### config.mk
export PLATFORM = sky130hd
export DESIGN_NAME = bg_pixel_fetch
export DESIGN_NICKNAME = d
export VERILOG_FILES = /design/src/rtl/bg_pixel_fetch.sv
export SDC_FILE = /design/constraint.sdc
export NUM_CORES = 1
export LEC_CHECK = 0
export BUFFER_PORTS_ARGS = -buffer_cell sky130_fd_sc_hd__buf_4
export CAP_MARGIN = 0
export CORE_UTILIZATION = 55
export CTS_CLUSTER_SIZE = 16
export DETAILED_ROUTE_END_ITERATION = 8
export PLACE_DENSITY_LB_ADDON = 0.12
export REMOVE_ABC_BUFFERS = 1
export SKIP_LAST_GASP = 1
export SYNTH_ARGS = -nofsm -noshare
export SYNTH_HDL_FRONTEND = slang
export SYNTH_SLANG_ARGS = --single-unit
### constraint.sdc
create_clock -name clk_50 -period 3.4 [get_ports clk_50]
set_input_delay 0 -clock clk_50 [delete_from_list [all_inputs] [get_ports clk_50]]
set_output_delay 0 -clock clk_50 [all_outputs]
set_load 0.03 [all_outputs]
### src/rtl/bg_pixel_fetch.sv
// Background-image prefetch stage: streams 16-bit background pixels from
// SDRAM into a small FIFO ahead of the raster and hands one pixel per active
// pixel strobe to the compositor as 4-bit B/A/R/G components. The image
// restarts at every VSync rising edge.
module bg_pixel_fetch #(
    parameter int FIFO_DEPTH  = 16,
    parameter int ADDR_W      = 25,
    parameter int FRAME_WORDS = 307200
) (
    input  logic              clk_50,
    input  logic              reset,
    input  logic              enable,
    input  logic              ce_pix,
    input  logic              hblank,
    input  logic              vblank,
    input  logic              vs,
    output logic              rd_req,
    output logic [ADDR_W-1:0] rd_addr,
    input  logic              rd_valid,
    input  logic [15:0]       rd_data,
    output logic [3:0]        bg_r,
    output logic [3:0]        bg_g,
    output logic [3:0]        bg_b,
    output logic [3:0]        bg_a,
    output logic              underflow
);

    localparam int PTR_W   = $clog2(FIFO_DEPTH);
    localparam int CNT_W   = PTR_W + 1;
    localparam int WORDS_W = $clog2(FRAME_WORDS + 1);
    localparam logic [CNT_W-1:0]   DEPTH_C = CNT_W'(FIFO_DEPTH);
    localparam logic [WORDS_W-1:0] FRAME_C = WORDS_W'(FRAME_WORDS);

    // IDLE: nothing outstanding. WAIT: one read outstanding, its word is kept.
    // DROP: one read outstanding that belongs to the previous frame.
    typedef enum logic [1:0] {
        FETCH_IDLE = 2'd0,
        FETCH_WAIT = 2'd1,
        FETCH_DROP = 2'd2
    } fetch_state_t;

    fetch_state_t       r_state;
    fetch_state_t       w_state_next;
    logic               r_vs_d;
    logic [15:0]        r_mem [FIFO_DEPTH];
    logic [PTR_W-1:0]   r_wr_ptr;
    logic [PTR_W-1:0]   r_rd_ptr;
    logic [CNT_W-1:0]   r_count;
    logic [ADDR_W-1:0]  r_addr;
    logic [WORDS_W-1:0] r_words;
    logic               r_rd_req;
    logic [ADDR_W-1:0]  r_rd_addr;
    logic [15:0]        r_pix;
    logic               r_underflow;

    logic               w_frame_start;
    logic               w_consume;
    logic               w_fifo_empty;
    logic               w_push;
    logic               w_pop;
    logic [CNT_W-1:0]   w_count_next;
    logic [CNT_W-1:0]   w_count_base;
    logic [ADDR_W-1:0]  w_addr_base;
    logic [WORDS_W-1:0] w_words_base;
    logic               w_free;
    logic               w_issue;

    // FIFO push/pop decisions, occupancy and frame-restart base values.
    // A frame start overrides everything: the FIFO ends empty and any word
    // arriving in that cycle is not stored.
    always_comb begin
        w_frame_start = vs & ~r_vs_d;
        w_consume     = ce_pix & ~hblank & ~vblank & enable;
        w_fifo_empty  = (r_count == {CNT_W{1'b0}});
        w_push        = rd_valid & (r_state == FETCH_WAIT) & ~w_frame_start;
        w_pop         = w_consume & ~w_fifo_empty & ~w_frame_start;
        case ({w_push, w_pop})
            2'b10:   w_count_next = r_count + CNT_W'(1);
            2'b01:   w_count_next = r_count - CNT_W'(1);
            default: w_count_next = r_count;
        endcase
        if (w_frame_start) begin
            w_count_base = {CNT_W{1'b0}};
            w_addr_base  = {ADDR_W{1'b0}};
            w_words_base = {WORDS_W{1'b0}};
        end else begin
            w_count_base = w_count_next;
            w_addr_base  = r_addr;
            w_words_base = r_words;
        end
    end

    // Request decision and next fetch state. The returning rd_valid frees the
    // slot in the same cycle, so the next request follows it immediately;
    // the occupancy test uses the post-push count so the FIFO never overflows.
    always_comb begin
        w_free  = (r_state == FETCH_IDLE) | rd_valid;
        w_issue = enable & w_free & (w_count_base < DEPTH_C) & (w_words_base < FRAME_C);
        w_state_next = r_state;
        case (r_state)
            FETCH_IDLE: begin
                if (w_issue) w_state_next = FETCH_WAIT;
                else         w_state_next = FETCH_IDLE;
            end
            FETCH_WAIT: begin
                if (rd_valid) begin
                    if (w_issue) w_state_next = FETCH_WAIT;
                    else         w_state_next = FETCH_IDLE;
                end else if (w_frame_start) begin
                    w_state_next = FETCH_DROP;
                end else begin
                    w_state_next = FETCH_WAIT;
                end
            end
            FETCH_DROP: begin
                if (rd_valid) begin
                    if (w_issue) w_state_next = FETCH_WAIT;
                    else         w_state_next = FETCH_IDLE;
                end else begin
                    w_state_next = FETCH_DROP;
                end
            end
            default: w_state_next = FETCH_IDLE;
        endcase
    end

    // Fetch state register.
    always_ff @(posedge clk_50) begin
        if (reset) r_state <= FETCH_IDLE;
        else       r_state <= w_state_next;
    end

    // Delayed vsync for rising-edge detection.
    always_ff @(posedge clk_50) begin
        if (reset) r_vs_d <= 1'b0;
        else       r_vs_d <= vs;
    end

    // Registered read request, frame address and per-frame word counter.
    always_ff @(posedge clk_50) begin
        if (reset) begin
            r_rd_req  <= 1'b0;
            r_rd_addr <= {ADDR_W{1'b0}};
            r_addr    <= {ADDR_W{1'b0}};
            r_words   <= {WORDS_W{1'b0}};
        end else begin
            r_rd_req <= w_issue;
            if (w_issue) begin
                r_rd_addr <= w_addr_base;
                r_addr    <= w_addr_base + ADDR_W'(2);
                r_words   <= w_words_base + WORDS_W'(1);
            end else begin
                r_addr    <= w_addr_base;
                r_words   <= w_words_base;
            end
        end
    end

    // FIFO pointers and occupancy; flushed at frame start.
    always_ff @(posedge clk_50) begin
        if (reset || w_frame_start) begin
            r_wr_ptr <= {PTR_W{1'b0}};
            r_rd_ptr <= {PTR_W{1'b0}};
            r_count  <= {CNT_W{1'b0}};
        end else begin
            if (w_push) r_wr_ptr <= r_wr_ptr + PTR_W'(1);
            if (w_pop)  r_rd_ptr <= r_rd_ptr + PTR_W'(1);
            r_count <= w_count_next;
        end
    end

    // FIFO storage; contents need no reset because occupancy guards reads.
    always_ff @(posedge clk_50) begin
        if (w_push) r_mem[r_wr_ptr] <= rd_data;
    end

    // Output pixel register: pop on an active strobe, black when starved,
    // blanked or disabled, otherwise hold between strobes.
    always_ff @(posedge clk_50) begin
        if (reset || !enable) begin
            r_pix <= 16'h0000;
        end else if (w_consume) begin
            if (w_pop) r_pix <= r_mem[r_rd_ptr];
            else       r_pix <= 16'h0000;
        end else if (ce_pix) begin
            r_pix <= 16'h0000;
        end
    end

    // Sticky per-frame underflow flag.
    always_ff @(posedge clk_50) begin
        if (reset || w_frame_start)            r_underflow <= 1'b0;
        else if (w_consume && w_fifo_empty)    r_underflow <= 1'b1;
    end

    assign rd_req    = r_rd_req;
    assign rd_addr   = r_rd_addr;
    assign {bg_b, bg_a, bg_r, bg_g} = r_pix;
    assign underflow = r_underflow;

endmodule

=== After elaboration in Yosys (flattened, before gate mapping) ===
Memories as Yosys holds them, arrays and structs flattened. A register that Yosys moved wholly into a read port is not among the register bits.
Cells that the tools add are included.

* Register bits after elaboration: 103
* Latch bits: 0
* Memory bits (writable): 256
* ROM bits: 0
* Input port bits: 24
* Output and inout port bits: 43
* Memories: 1

* $add $sub $neg: 6
* $mul: 0
* Div/mod/pow operators: 0
* Magnitude comparators: 2
* Equality and inequality tests: 4
* Shift operators: 0
* Muxes and demuxes: 18
* Bitwise operators: 17
* Reduce and logical (&&, ||, !) cells: 7

{| class="wikitable"
|+ Memory list
! memory !! words !! bits a word !! read ports !! clocked after Yosys merged registers in !! write ports !! RTL line !! source
|-
| r_mem || 16 || 16 || 1 || 1 || 1 || 45 || <nowiki>logic [15:0] r_mem [FIFO_DEPTH];</nowiki>
|}

{| class="wikitable"
|+ Operator list
! operator !! number
|-
| $mux 25 || 2
|-
| $mux 16 || 3
|-
| $mux 19 || 2
|-
| $add 25x2->25 const B || 1
|-
| $add 19x1->19 const B || 1
|-
| $lt 19x19->1 const B || 1
|-
| $and 1x1->1 || 11
|-
| $pmux 5 s2 || 1
|-
| $add 4x1->4 const B || 2
|-
| $mux 4 || 2
|-
| $mux 2 || 3
|-
| $pmux 2 s3 || 1
|-
| $add 5x1->5 const B || 1
|-
| $logic_not 5->1 || 1
|-
| $lt 5x5->1 const B || 1
|-
| $mux 5 || 1
|-
| $not 1->1 || 5
|-
| $sub 5x1->5 const B || 1
|-
| $eq 2x1->1 const B || 2
|-
| $eq 2x2->1 const B || 2
|-
| $mux 1 || 3
|-
| $logic_not 2->1 || 1
|-
| $logic_or 1x1->1 || 2
|-
| $reduce_bool 2->1 || 1
|-
| other kinds (3) || 3
|}

=== Logic depth before layout (Yosys ltp) ===
Gate-level depths: netlist (run 1).

* Depth in word-level cells: 15
* Gate-level depth with buffers: 16
* Mapped depth without buffers: 13

=== Least setup slack after synthesis (run 1) ===
Ideal clock, no wire load.

* Kind: register to register
* Start point: register (tool-made name)
* End point: register r_addr[17]
* Setup time: 70 ps
* Data arrival time: 3673 ps
* Setup slack: -344 ps
* Cell stages (with the launch flop): 15
* Path buffers: 2
* Clock period less this slack: 3744 ps
* Cells stage by stage: dfxtp_1 -> or3_1 -> o31ai_1 -> nor2_1 -> ha_1 -> buf_2 -> xor2_1 -> ha_1 -> and3b_1 -> o21a_1 -> or3_1 -> clkbuf_2 -> a31o_4 -> or4_1 -> a21oi_1

{| class="wikitable"
|+ RTL lines
! element !! RTL line !! source
|-
| end signal, assigned || 144 || <nowiki>r_addr <= {ADDR_W{1'b0}};</nowiki>
|-
| end signal, assigned || 150 || <nowiki>r_addr <= w_addr_base + ADDR_W'(2);</nowiki>
|-
| end signal, assigned || 153 || <nowiki>r_addr <= w_addr_base;</nowiki>
|-
| end, declared || 49 || <nowiki>logic [ADDR_W-1:0] r_addr;</nowiki>
|}

==> results.sh, run 1 <==
export IMPL_status="finished clean"
export IMPL_cts_tree="done"
export IMPL_cts_buffers=37
export IMPL_drtAntennaViolNets=0
export IMPL_synthDistinctLibCells=62
export IMPL_hold_viol_final=0
export IMPL_final_setup_viol_count=0
export IMPL_ys_async_sr_fraction_pct=0
export IMPL_synth_xor_area_share_pct=1.53
export IMPL_hp_class="primary input to register"
export IMPL_dieWidth_um=163
export IMPL_antenna_found_initial=0
export IMPL_cp_arrival_ns=3.75
export IMPL_max_cap_viol_count=0
export IMPL_synth_adder_area_share_pct=0.875
export IMPL_htree_num_levels=2
export IMPL_via_per_inst=5.94
export IMPL_cts_sinks=363
export IMPL_final_layout_size_suffix_gt1_share_pct=29.0
export IMPL_detailed_place_hpwl_um=18900
export IMPL_holdPathEnd="r_pix[4]$_SDFFE_PP0P_"
export IMPL_grt_ovfl_total=0
export IMPL_synth_compound_area_share_pct=6.30
export IMPL_grt_pass1_wl_um=48100
export IMPL_slew_headroom_pct=28.5
export IMPL_synth_seq_cells=363
export IMPL_dieArea_mm2=0.0266
export IMPL_gp_congestion=0.850
export IMPL_postLayoutCellArea_mm2=0.0172
export IMPL_ios=67
export IMPL_hp_start="ce_pix"
export IMPL_yosys_warnings=0
export IMPL_worstSetupEndpointType="register"
export IMPL_required_ns=3.78
export IMPL_r2r_end="r_addr[10]$_SDFF_PP0_"
export IMPL_first_pass_iters=5
export IMPL_drt_total_wl_um=30800
export IMPL_final_min_clock_period_ns=3.37
export IMPL_grt_setup_unrepaired="yes"
export IMPL_syn_area_per_cell_um2=16.0
export IMPL_drtIter0Drc=530
export IMPL_final_core_util_pct=68.1
export IMPL_finalCritPeriodShare_pct=99.0
export IMPL_coreArea_mm2=0.0253
export IMPL_muxShareOfSynthArea_pct=12.8
export IMPL_register_area_mm2=0.00984
export IMPL_final_max_slew_violation_count=0
export IMPL_synthCells=896
export IMPL_via_count=8349
export IMPL_peakVddDrop_uv=467
export IMPL_yosysSeqAreaShare_pct=68.8
export IMPL_cts_buffer_depth=3
export IMPL_synth_flop_cell="edfxtp_1"
export IMPL_synth_simple_gate_area_share_pct=7.72
export IMPL_reg2reg_slack_ns=0.03
export IMPL_floorplan_initialDensity_pct=56.4
export IMPL_path_class="register to register"
export IMPL_port_buffers=66
export IMPL_layout_common_cells="256 x edfxtp_1, 130 x buf_4, 103 x dfxtp_1"
export IMPL_fin_setup_tns_ns=0
export IMPL_grt_pass1_vias=8814
export IMPL_pre_cts_slack_ns=-0.248
export IMPL_leakage_nw=5.82
export IMPL_multi_input_area_mm2=0.00432
export IMPL_syn2layout_area_growth_pct=20.6
export IMPL_hold_depth=5
export IMPL_wire_per_inst_um=21.9
export IMPL_num_antenna_cells=0
export IMPL_worstPathMaxFanout=6
export IMPL_dpl_cell_area_mm2=0.0155
export IMPL_dieHeight_um=163
export IMPL_netlist_area_mm2=0.0143
export IMPL_finClkSkew_ns=0.0161
export IMPL_fmax_ghz=0.297
export IMPL_worst_pin_slew_ns=1.07
export IMPL_nFillCells=1693
export IMPL_fin_nets=1082
export IMPL_num_rows=58
export IMPL_setup_worst_path_start_class="register"
export IMPL_clk_latency_ns=0.52
export IMPL_grt_usage_pct=24.1
export IMPL_worst_slack_ns=0.0343
export IMPL_clockRootBuffer="clkbuf_16"
export IMPL_rr_worst_depth=15
export IMPL_drc_errors=0
export IMPL_layout_commonest_cell="edfxtp_1"
export IMPL_synth_top_family_by_area="multiplexers"
export IMPL_synth_edf_count=256
export IMPL_grt_max_degree=33
export IMPL_clkTransAtPathRegs_ns=0.06
export IMPL_powerDensity_mw_per_mm2=530
## worst max-delay path, stage by stage, from the launching register on
cell	delay [ns]
dfxtp_2	0.32
or3_4	0.40
o31ai_4	0.22
nor2_2	0.07
ha_2	0.19
xor2_1	0.15
ha_2	0.20
nand4b_1	0.12
buf_4	0.14
a211oi_4	0.08
buf_4	0.15
or3_4	0.40
a2111oi_0	0.47
buf_4	0.19
xnor2_1	0.11
nor2_1	0.06
## registers in the layout, summed over array words and instances, names as in the netlist, named ones only
name,count
r_mem,256
r_addr,25
rd_addr,25
r_words,19
r_pix,16
r_rd_ptr,4
r_wr_ptr,4
r_count,2
r_state,2
r_vs_d,1
rd_req,1
underflow,1
## metal layers
layer / track usage, % / vias up / share of wire, %
li1: - / 3816 / -
met1: 29.6 / 4241 / 41
met2: 43.2 / 218 / 52
met3: 3.66 / 74 / 4.2
met4: 8.37 / 0 / 2.8
met5: 0 / - / 0
## how the worst max path moves through the flow
stage / start / end / slack (ns)
6_report: register / r_addr[10]$_SDFF_PP0_ / 0.03
5_1_grt: register / r_words[6]$_SDFF_PP0_ / -0.05
4_1_cts: r_count[0]$_SDFF_PP0_ / r_words[15]$_SDFF_PP0_ / -0.004
3_5_place_dp: register / r_addr[24]$_SDFF_PP0_ / -0.25
3_3_place_gp: register / r_addr[24]$_SDFF_PP0_ / -0.14
2_1_floorplan: register / rd_addr[0]$_SDFFE_PP0N_ / -0.91
## power breakdown
group	leakage [nW]	internal, W	total (W)	switching, W
clock network	0.615	0.00253	0.00415	0.00162
logic	2.03	0.0000952	0.000243	0.000148
registers	3.17	0.00474	0.00475	0.00000736
## stage by stage
stage | cells | hold WS, ns | total power (W)
after detailed placement | 1307 | 0.217 | 0.00505
after floorplan | 849 | 0.0691 | 0.00492
after global placement | 1307 | 0.214 | 0.00504
after CTS | 1403 | 0.0133 | 0.00921
final | 1406 | 0.0266 | 0.00914
after global routing | 1406 | 0.0358 | 0.00941
## area by class of cell
type / instances / share of cell area, %
clock buffers: 47 / 5.96
clock inverters: 20 / 1.34
inverters: 25 / 0.544
multi-input cells: 461 / 25.1
flip-flops and latches: 363 / 57.1
well taps: 330 / 2.40
repair buffers: 160 / 7.63
## synth_stat cells (3+ instances only)
cell / instances / area [um2]
a2111oi_0: 3 / 26.3
a211o_1: 4 / 35.0
a21o_1: 4 / 30.0
a21oi_1: 28 / 140
a22o_1: 25 / 219
a22oi_1: 3 / 22.5
and2_1: 11 / 68.8
and3_1: 7 / 43.8
and4_1: 4 / 35.0
buf_1: 6 / 22.5
buf_2: 12 / 60.1
clkbuf_1: 27 / 101
dfxtp_1: 107 / 2140
edfxtp_1: 256 / 7690
ha_1: 10 / 125
inv_1: 25 / 93.8
mux4_2: 80 / 1800
nand2_1: 57 / 214
nand2b_1: 7 / 43.8
nand3_1: 16 / 80.1
nand4_1: 12 / 75.1
nand4b_1: 3 / 26.3
nor2_1: 50 / 188
nor2b_1: 4 / 25.0
nor3_1: 13 / 65.1
nor3b_1: 4 / 30.0
nor4_1: 4 / 25.0
o2111ai_1: 6 / 52.6
o211ai_1: 5 / 37.5
o21ai_0: 25 / 125
o31ai_1: 7 / 52.6
or3_1: 9 / 56.3
or4_1: 6 / 45.0
xnor2_1: 13 / 114
xor2_1: 12 / 105
## what timing repair did
| action | 4_1_cts | 5_1_grt |
|---|---|---|
| hold buffers | 22 | 0 |
| cloned | 1 | 0 |
| pin swaps | 18 | 15 |
| endpoints found under the hold margin | 277 | 0 |
| resized for setup | 15 | 18 |
| buffers inserted | 6 | 3 |
| setup endpoints to repair | 46 | 49 |
## cell families after synthesis
logic type | Yosys count
AOI/OAI and AO/OA | 128
muxes | 82
buffers and inverters | 72
xor gates and xnor gates | 25
adders and majority gates | 10
and+or+nand+nor | 216
DFF | 363
(Power assumes the default switching activity.)
==> run 2: changes to the inputs <==
Settings changed: CORE_UTILIZATION 55 to 60, SKIP_LAST_GASP 1 to not set.
Clock period 3.4 ns to 3.95 ns, I/O delays scaled along.
==> run 2 against run 1 <==
  * Global-route usage up 3.0 points
  * Die area shrank 8.2%
  * Via count decreased by 0.42%
  * Highest routed layer unchanged
  * First-iteration DRC count grew 21%
  * Combinational power fell by 23%
  * Core utilization rose by 3.4 points
  * Critical path depth shrank 3
  * Wire length is 2.0% higher
  * Clock power decreased by 20%
==> results.sh, run 2 (same netlist as run 1, synthesis figures left out) <==
export IMPL_status="finished clean"
export IMPL_grt_setup_unrepaired="no"
export IMPL_register_area_mm2=0.00983
export IMPL_layout_common_cells="256 x edfxtp_1, 105 x dfxtp_1, 96 x buf_4"
export IMPL_num_rows=56
export IMPL_syn2layout_area_growth_pct=17.0
export IMPL_finClkSkew_ns=0.0108
export IMPL_setup_worst_path_start_class="register"
export IMPL_gp_congestion=0.887
export IMPL_worst_slack_ns=0.233
export IMPL_hp_class="primary input to register"
export IMPL_wire_per_inst_um=23.2
export IMPL_via_per_inst=6.14
export IMPL_dieWidth_um=156
export IMPL_finalCritPeriodShare_pct=94.1
export IMPL_clockRootBuffer="clkbuf_16"
export IMPL_cp_arrival_ns=4.15
export IMPL_grt_pass1_vias=8596
export IMPL_first_pass_iters=5
export IMPL_drtAntennaViolNets=0
export IMPL_leakage_nw=5.54
export IMPL_powerDensity_mw_per_mm2=455
export IMPL_rr_worst_depth=12
export IMPL_dieHeight_um=156
export IMPL_worstPathMaxFanout=20
export IMPL_dieArea_mm2=0.0244
export IMPL_cts_buffers=36
export IMPL_peakVddDrop_uv=347
export IMPL_fin_nets=1043
export IMPL_floorplan_initialDensity_pct=61.1
export IMPL_path_class="register to register"
export IMPL_antenna_found_initial=0
export IMPL_cts_setup_buffers=0
export IMPL_drc_errors=0
export IMPL_num_antenna_cells=0
export IMPL_via_count=8314
export IMPL_cts_buffer_depth=3
export IMPL_grt_usage_pct=27.1
export IMPL_final_min_clock_period_ns=3.72
export IMPL_drtIter0Drc=642
export IMPL_fmax_ghz=0.269
export IMPL_multi_input_area_mm2=0.00424
export IMPL_cts_tree="done"
export IMPL_grt_max_degree=65
export IMPL_detailed_place_hpwl_um=18600
export IMPL_port_buffers=66
export IMPL_hold_viol_final=0
export IMPL_coreArea_mm2=0.0234
export IMPL_clk_latency_ns=0.51
export IMPL_worst_pin_slew_ns=1.13
export IMPL_final_setup_viol_count=0
export IMPL_postLayoutCellArea_mm2=0.0167
export IMPL_largest_register="r_mem"
export IMPL_hold_depth=4
export IMPL_grt_pass1_wl_um=48500
export IMPL_final_layout_size_suffix_gt1_share_pct=24.6
export IMPL_final_max_slew_violation_count=0
export IMPL_largest_register_ff_count=256
export IMPL_cts_sinks=363
export IMPL_max_cap_viol_count=0
export IMPL_layout_commonest_cell="edfxtp_1"
export IMPL_dpl_cell_area_mm2=0.0153
export IMPL_required_ns=4.38
export IMPL_worstSetupEndpointType="register"
export IMPL_clkTransAtPathRegs_ns=0.06
export IMPL_ios=67
export IMPL_drt_total_wl_um=31400
export IMPL_slew_headroom_pct=24.4
export IMPL_nFillCells=1534
export IMPL_htree_num_levels=2
export IMPL_hp_start="enable"
export IMPL_grt_ovfl_total=0
export IMPL_pre_cts_slack_ns=0.0526
run 2: changes by cell type in the layout (fill, tap and decap cells not counted), sizes merged:
cell         delta
buf            -40
clkinvlp        +4
clkinv          -3
inv             -3
bufinv          -2
dlygate4sd3     +2
clkbuf          +1
run 2: final timing paths:
| kind | to | slack, ns |
|---|---|---|
| setup / recovery | r_addr[15]$_SDFF_PP0_ | 0.23 |
| hold / removal | r_pix[14]$_SDFFE_PP0P_ | 0.08 |
| setup reg to reg | r_addr[15]$_SDFF_PP0_ | 0.23 |
| hold reg to reg | r_addr[0]$_SDFF_PP0_ | 0.46 |
run 2: layout make-up:
| class | count | area share [%] |
|---|---|---|
| clock buffer | 48 | 5.90 |
| clock inverter | 16 | 0.980 |
| inverter | 25 | 0.561 |
| multi-input combinational | 461 | 25.4 |
| sequential | 363 | 58.8 |
| tap | 319 | 2.39 |
| timing repair buffer | 122 | 5.99 |
run 2: critical path: stages, from the launching register on:
cell and delay [ns]:
dfxtp_1 0.38, or3_4 0.44, o31ai_4 0.21, nor2_2 0.11
ha_2 0.26, xor2_1 0.17, ha_2 0.24, nand4b_1 0.15
a211o_1 0.33, and3_4 0.21, or3_4 0.47, or4_1 0.52
a21oi_1 0.14
run 2: timing repair:
item	4_1_cts	5_1_grt
gates resized for setup	0	9
endpoints found under the hold margin	293	0
setup endpoints to repair	0	57
hold buffers	24	0
run 2: per-stage QoR:
step	hold WS, ns	utilization [%]	std cells	setup TNS, ns	power (W)
floorplan	0.0691	-	849	-9.71	0.00424
global placement	0.223	65.3	1266	0	0.00432
detailed placement	0.227	65.3	1266	0	0.00433
CTS	0.0748	71.3	1354	0	0.00765
global route	0.102	71.4	1354	0	0.00782
finish	0.0816	71.4	1354	0	0.00761
run 2: power breakdown:
group / switching [W] / total (W) / leakage (nW) / internal (W)
registers: 0.00000722 / 0.00408 / 3.17 / 0.00408
logic: 0.000119 / 0.000187 / 1.82 / 0.0000680
clock network: 0.00138 / 0.00334 / 0.548 / 0.00196
run 2: metal layers:
layer	part of all wire (%)	up-vias	track usage [%]	wire, um
li1	-	3724	-	-
met1	39	4165	34.4	12200
met3	6.0	87	4.02	1870
met4	3.5	0	10.7	1090
met5	0	-	0	0
met2	52	338	47.1	16200
